[src/rtl/fetch_stage.sv]
// RV32I instruction fetch stage: owns the PC, selects sequential or redirect next-PC,
// and registers the fetched word into IF/ID with stall, flush and fault tagging.
module fetch_stage #(
  parameter logic [31:0] RESET_VECTOR = 32'hBFC00000,
  parameter logic [31:0] IMEM_BASE    = 32'hBFC00000,
  parameter logic [31:0] IMEM_SIZE    = 32'h00001000,
  parameter logic [31:0] NOP_INSTR    = 32'h00000013
) (
  input  logic        clk,
  input  logic        rst,
  input  logic        StallF,
  input  logic        StallD,
  input  logic        FlushD,
  input  logic        PCSrcE,
  input  logic [31:0] PCTargetE,
  input  logic [31:0] InstrF,
  output logic [31:0] PCF,
  output logic [31:0] InstrD,
  output logic [31:0] PCD,
  output logic [31:0] PCPlus4D,
  output logic        ValidD,
  output logic        FetchFaultD,
  output logic [31:0] FetchCount
);

  localparam logic [31:0] IMEM_LAST = IMEM_BASE + IMEM_SIZE - 32'd4;

  logic [31:0] pcf_q, pcf_d;
  logic [31:0] instr_dec_q, instr_dec_d;
  logic [31:0] pc_dec_q, pc_dec_d;
  logic [31:0] pc_plus4_dec_q, pc_plus4_dec_d;
  logic        valid_dec_q, valid_dec_d;
  logic        fault_dec_q, fault_dec_d;
  logic [31:0] fetch_count_q, fetch_count_d;

  logic [31:0] pc_plus4_f;
  logic        fault_f;

  always_comb begin
    pc_plus4_f = pcf_q + 32'd4;
    fault_f    = (pcf_q[1:0] != 2'b00) || (pcf_q < IMEM_BASE) || (pcf_q > IMEM_LAST);

    // Redirect outranks stall so a taken branch is never dropped.
    if (PCSrcE)      pcf_d = PCTargetE;
    else if (StallF) pcf_d = pcf_q;
    else             pcf_d = pc_plus4_f;
  end

  always_comb begin
    instr_dec_d    = instr_dec_q;
    pc_dec_d       = pc_dec_q;
    pc_plus4_dec_d = pc_plus4_dec_q;
    valid_dec_d    = valid_dec_q;
    fault_dec_d    = fault_dec_q;
    fetch_count_d  = fetch_count_q;

    if (FlushD) begin
      instr_dec_d    = NOP_INSTR;
      pc_dec_d       = pcf_q;
      pc_plus4_dec_d = pc_plus4_f;
      valid_dec_d    = 1'b0;
      fault_dec_d    = 1'b0;
    end else if (!StallD) begin
      // Faulting fetches are captured as tagged bubbles; the trap decision is downstream.
      instr_dec_d    = fault_f ? NOP_INSTR : InstrF;
      pc_dec_d       = pcf_q;
      pc_plus4_dec_d = pc_plus4_f;
      valid_dec_d    = 1'b1;
      fault_dec_d    = fault_f;
      fetch_count_d  = fetch_count_q + 32'd1;
    end
  end

  always_ff @(posedge clk) begin
    if (rst) begin
      pcf_q          <= RESET_VECTOR;
      instr_dec_q    <= NOP_INSTR;
      pc_dec_q       <= 32'd0;
      pc_plus4_dec_q <= 32'd0;
      valid_dec_q    <= 1'b0;
      fault_dec_q    <= 1'b0;
      fetch_count_q  <= 32'd0;
    end else begin
      pcf_q          <= pcf_d;
      instr_dec_q    <= instr_dec_d;
      pc_dec_q       <= pc_dec_d;
      pc_plus4_dec_q <= pc_plus4_dec_d;
      valid_dec_q    <= valid_dec_d;
      fault_dec_q    <= fault_dec_d;
      fetch_count_q  <= fetch_count_d;
    end
  end

  assign PCF         = pcf_q;
  assign InstrD      = instr_dec_q;
  assign PCD         = pc_dec_q;
  assign PCPlus4D    = pc_plus4_dec_q;
  assign ValidD      = valid_dec_q;
  assign FetchFaultD = fault_dec_q;
  assign FetchCount  = fetch_count_q;

endmodule

[config.mk]
export PLATFORM = sky130hd
export DESIGN_NAME = fetch_stage
export DESIGN_NICKNAME = d
export VERILOG_FILES = /design/src/rtl/fetch_stage.sv
export SDC_FILE = /design/constraint.sdc
export NUM_CORES = 1
export LEC_CHECK = 0
export CORE_MARGIN = 8
export CORE_UTILIZATION = 51
export CTS_BUF_LIST = sky130_fd_sc_hd__clkbuf_2
export CTS_CLUSTER_SIZE = 25
export DETAILED_ROUTE_END_ITERATION = 8
export PLACE_DENSITY = 0.87
export SLEW_MARGIN = 10
export SYNTH_ARGS = -nofsm -noshare
export SYNTH_HDL_FRONTEND = slang
export SYNTH_SLANG_ARGS = --single-unit
[constraint.sdc]
create_clock -name clk -period 4.1 [get_ports clk]
set_input_delay 0.82 -clock clk [delete_from_list [all_inputs] [get_ports clk]]
set_output_delay 0.82 -clock clk [all_outputs]
set_load 0.01 [all_outputs]
; ---- After elaboration in Yosys (flattened, before gate mapping)
; Index checks and enable logic that the tools add are counted.
[classes]
n_reduce_logical = 5
n_eq_ne = 2
bitwise = 2
n_lt_le_gt_ge = 2
muxes = 7
addsub = 2
[ops]
columns = operator, n
row1 = 32-bit 2-to-1 mux, 7
row2 = "32-bit by 1-bit adder with 32-bit output, second input constant", 1
row3 = "32-bit by 3-bit adder with 32-bit output, second input constant", 1
row4 = "32-bit > comparator, second input constant", 1
row5 = "32-bit < comparator, second input constant", 1
row6 = "2-bit by 1-bit != test with 1-bit output, second input constant", 2
row7 = 1-bit logical OR, 2
row8 = 1-bit NOT, 2
row9 = 2-bit AND reduction, 1
row10 = 2-bit nonzero test, 1
row11 = 2-bit OR reduction, 1
[word_totals]
register_bits = 162
in_bits = 70
output_inout_bits = 162
wordCells = 27

; ---- Logic depth before layout (Yosys ltp)
[logic_depth]
ltp_word = 4
mapped_depth = 7

; ---- Least setup slack after synthesis
; No wires, ideal clock.
[synth_timing]
kind = input -> register
startpoint = in StallD
endpoint = reg fetch_count_q[28], in the netlist FetchCount[28]
cell_stages = 5
path_slack_ps = 1753
setup_ps = 121
t_arrival_ps = 2226
cell_sequence = nor4bb_1 -> clkbuf_1 -> nand2_1 -> nor4b_1 -> mux2_2
[synth_via]
elab_chain_cells = 2
[synth_rtl]
columns = element, line_no
row1 = start: declaration, 12  ; input logic StallD,
row2 = 1-bit NOT (no line), --
row3 = 2-bit AND reduction (no line), --
row4 = end signal: assignment, 90  ; fetch_count_q <= fetch_count_d;
row5 = end: declaration, 34  ; logic [31:0] fetch_count_q, fetch_count_d;
; No other way between the ends.
; A chain may end at the register's enable or synchronous reset.

; ---- Final worst setup path
[layout_timing]
startpoint = reg pcf_q[19], in the netlist PCF[19]
endpoint = out PCF[19]
[layout_rtl]
columns = element, line_no
row1 = start: declaration, 28  ; logic [31:0] pcf_q, pcf_d;
row2 = start signal: assignment, 84  ; pcf_q <= pcf_d;
row3 = end: declaration, 17  ; output logic [31:0] PCF,
; No word-level cell between the ends.

==> run metrics <==
fin cells roughly 1300; max-slew violations 0; EDFF count, synth 0; # rows 44; Post-synth ARST share 0; Iteration-0 DRC Markers 551; Core Region 14300 um2; Netlist Area Pre-Place 7360 um2; # DRC 0; IO Pins 232; pwr/cell area 323 nW/um2; RSZ-0062 raised after global routing false; first-pass GRT wire length 36300 um; root buf cell clkbuf_2; Setup CP Type flop to output port; nets 1132; die footprint 18500 um2; drt first pass iters 5; Max-Cap Viols 0; CTS clk-pin slew, worst paths ~0.22 ns; number of vias per cell 5.85; via count 7346; CP Capture Type output port; vias in the first global route approximately 7000; Syn Nets 957; port buffer count between 200 and 250; fraction of final layout cells sized beyond drive strength 1 0.0634; Hold-fix buffers, CTS 0; DRT antenna net count 0; Slew headroom 0.359; Detailed Route WL approximately 23000 um; GPL Wtd Cong 0.861; worst vdd ir 0.000170 V; Synth Register Bits 160; critical path's slowest cell dfxtp_1; Synth-to-Final Area Change 35.4%; largest net degree at the start of global routing 103; Critical Path RT 3.28 ns; status completed; initial antenna violation count 0; final instance area ~10000 um2; CP max FO 13; Placed Cells incl. Taps 1225; Placement Setup Slack 1.11 ns; max frequency 350 MHz; Finished Core Util 0.696; Setup TNS 0 ns; dpl hpwl 16200 um; CTS Buf Count 17; cts repair resizes 0; CTS tree done; biggest cell delay along the critical path 0.68 ns; CP arrival 2.04 ns; fin crit period 2.86 ns; placed inst area 9660 um2; Final setup viols 0; cell leakage power approximately 0.0034 uW; CP Buf/Inv Count 1; Top Family by Delay on Critical Path flip-flops; top_reg_cell synth dfxtp_1; Cells after Synth a little under 900; worst min path class flop to flop; Sink Count 160; worst slew pin tran 0.961 ns; Setup Skew 0.0189 ns; Starting Density 0.514; CP cell instances clkdlybuf4s50_1; synth warn 0; Distinct cells, synth 53; GRT Total Usage 0.244; Die W 136 um; Antenna Cells 0; Final Hold Fails 0; post-CTS setup buffers 0; Seq/Total Area, Yosys 0.435; Avg Inst Size Synth just over 8 um2; Die Y 136 um; GRT overflow 0; final cycle utilization of the critical path 0.697; setup ws final 1.24 ns; CTS max path bufs 2; clock latency on the worst-skew pair 0.72 ns; H-tree Lvls 4; Wirelength per Cell between 15 and 20 um; CP Launch Type flop
[kinds of logic after synthesis]
kind of cell / after synthesis / synth area share
buffers and inverters: 101 / 0.0556
adders and majority gates: 2 / 0.00340
xor gates and xnor gates: 28 / 0.0333
and+or+nand+nor: 393 / 0.267
muxes: 16 / 0.0240
DFF: 160 / 0.435
AOI/OAI and AO/OA: 185 / 0.181
[synthesized netlist by cell type (all sizes together) (2+ instances only)]
cell | n | area share
o31a | 2 | 0.0024
o21ai | 22 | 0.015
a32oi | 30 | 0.036
mux2 | 13 | 0.020
nand4b | 3 | 0.0036
and3 | 7 | 0.0060
o21a | 2 | 0.0020
and4 | 10 | 0.012
ha | 2 | 0.0034
or4 | 16 | 0.017
clkbuf | 72 | 0.037
nor4b | 2 | 0.0024
nand3 | 25 | 0.019
o41a | 3 | 0.0046
a311oi | 27 | 0.032
nor2 | 110 | 0.056
or2 | 5 | 0.0043
o31ai | 13 | 0.013
nand3b | 5 | 0.0051
dfxtp | 160 | 0.44
or3 | 24 | 0.020
xnor2 | 17 | 0.020
nand2 | 94 | 0.048
inv | 13 | 0.0066
buf | 16 | 0.012
a211oi | 23 | 0.023
a21oi | 43 | 0.029
nor4 | 26 | 0.022
a21o | 3 | 0.0031
nand4 | 16 | 0.014
mux2i | 3 | 0.0041
xor2 | 11 | 0.013
o311ai | 3 | 0.0036
o41ai | 6 | 0.0071
nand2b | 4 | 0.0034
nor2b | 13 | 0.011
nor3 | 31 | 0.021
[layer usage]
metal	track usage	wire length [um]	vias up	share of wire
met1	0.285	9190	3426	0.40
li1	-	-	3582	-
met5	0	0	-	0
met3	0.0987	2520	37	0.11
met2	0.396	11000	301	0.47
met4	0.0842	464	0	0.020
[state kept, by name, summed over array words and instances (netlist names)]
register	flops
PCPlus4D	30
ValidD	1
PCF	32
FetchCount	32
FetchFaultD	1
InstrD	32
PCD	32
[metrics by stage]
stage                     hold WS (ns)  total power (uW)
after floorplan                  0.462              1940
after global placement           0.437              2200
after detailed placement         0.443              2210
after CTS                        0.467              3230
after global routing             0.482              3340
final                            0.464              3210
[where the power goes]
group	internal (uW)	switching, uW	leakage (uW)	total, uW
logic	243	231	0.00190	474
registers	1620	81.1	0.00131	1710
clock network	460	574	0.000168	1030
[final timing paths]
check                              from      end  slack, ns  cells past startpoint
worst max-delay path            PCF[19]  PCF[19]       1.24                      1
worst max register to register   PCF[4]  PCF[21]       1.40                      5
worst min register to register  PCD[11]  PCD[11]       0.46                      2
worst min-delay path            PCD[11]  PCD[11]       0.46                      2
[cells in the final DEF, fill, tap and decap left out, drive strengths merged, types with 6 or more instances in the layout]
master	count
clkbuf	17
o31ai	13
clkdlybuf4s50	230
nand3	25
nor4	26
nor3	31
nor2	110
inv	15
or3	24
nand4	16
o41ai	6
and4	10
and3	7
nor2b	13
o21ai	22
nand2	94
or4	16
mux2	13
dfxtp	160
buf	14
xor2	11
a32oi	30
xnor2	17
a21oi	43
a311oi	27
a211oi	23
[worst register-to-register path: cells and delay by family, from the launching register on]
family / cells / cell delay, ns
AO/OA/AOI/OAI: 1 / 0.27
buffers and inverters: 1 / 0.30
AND/OR/NAND/NOR: 3 / 1.48
flip-flops: 1 / 0.57
[cell type report]
class / instances / area, um2
clock buffer: 17 / 85.1
timing repair buffer: 244 / 2420
multi-input combinational: 624 / 3760
inverter: 13 / 48.8
clock inverter: 14 / 214
sequential: 160 / 3200
fill: 1172 / 4350
tap: 184 / 230
No activity file was read; power rests on OpenSTA's default activity.
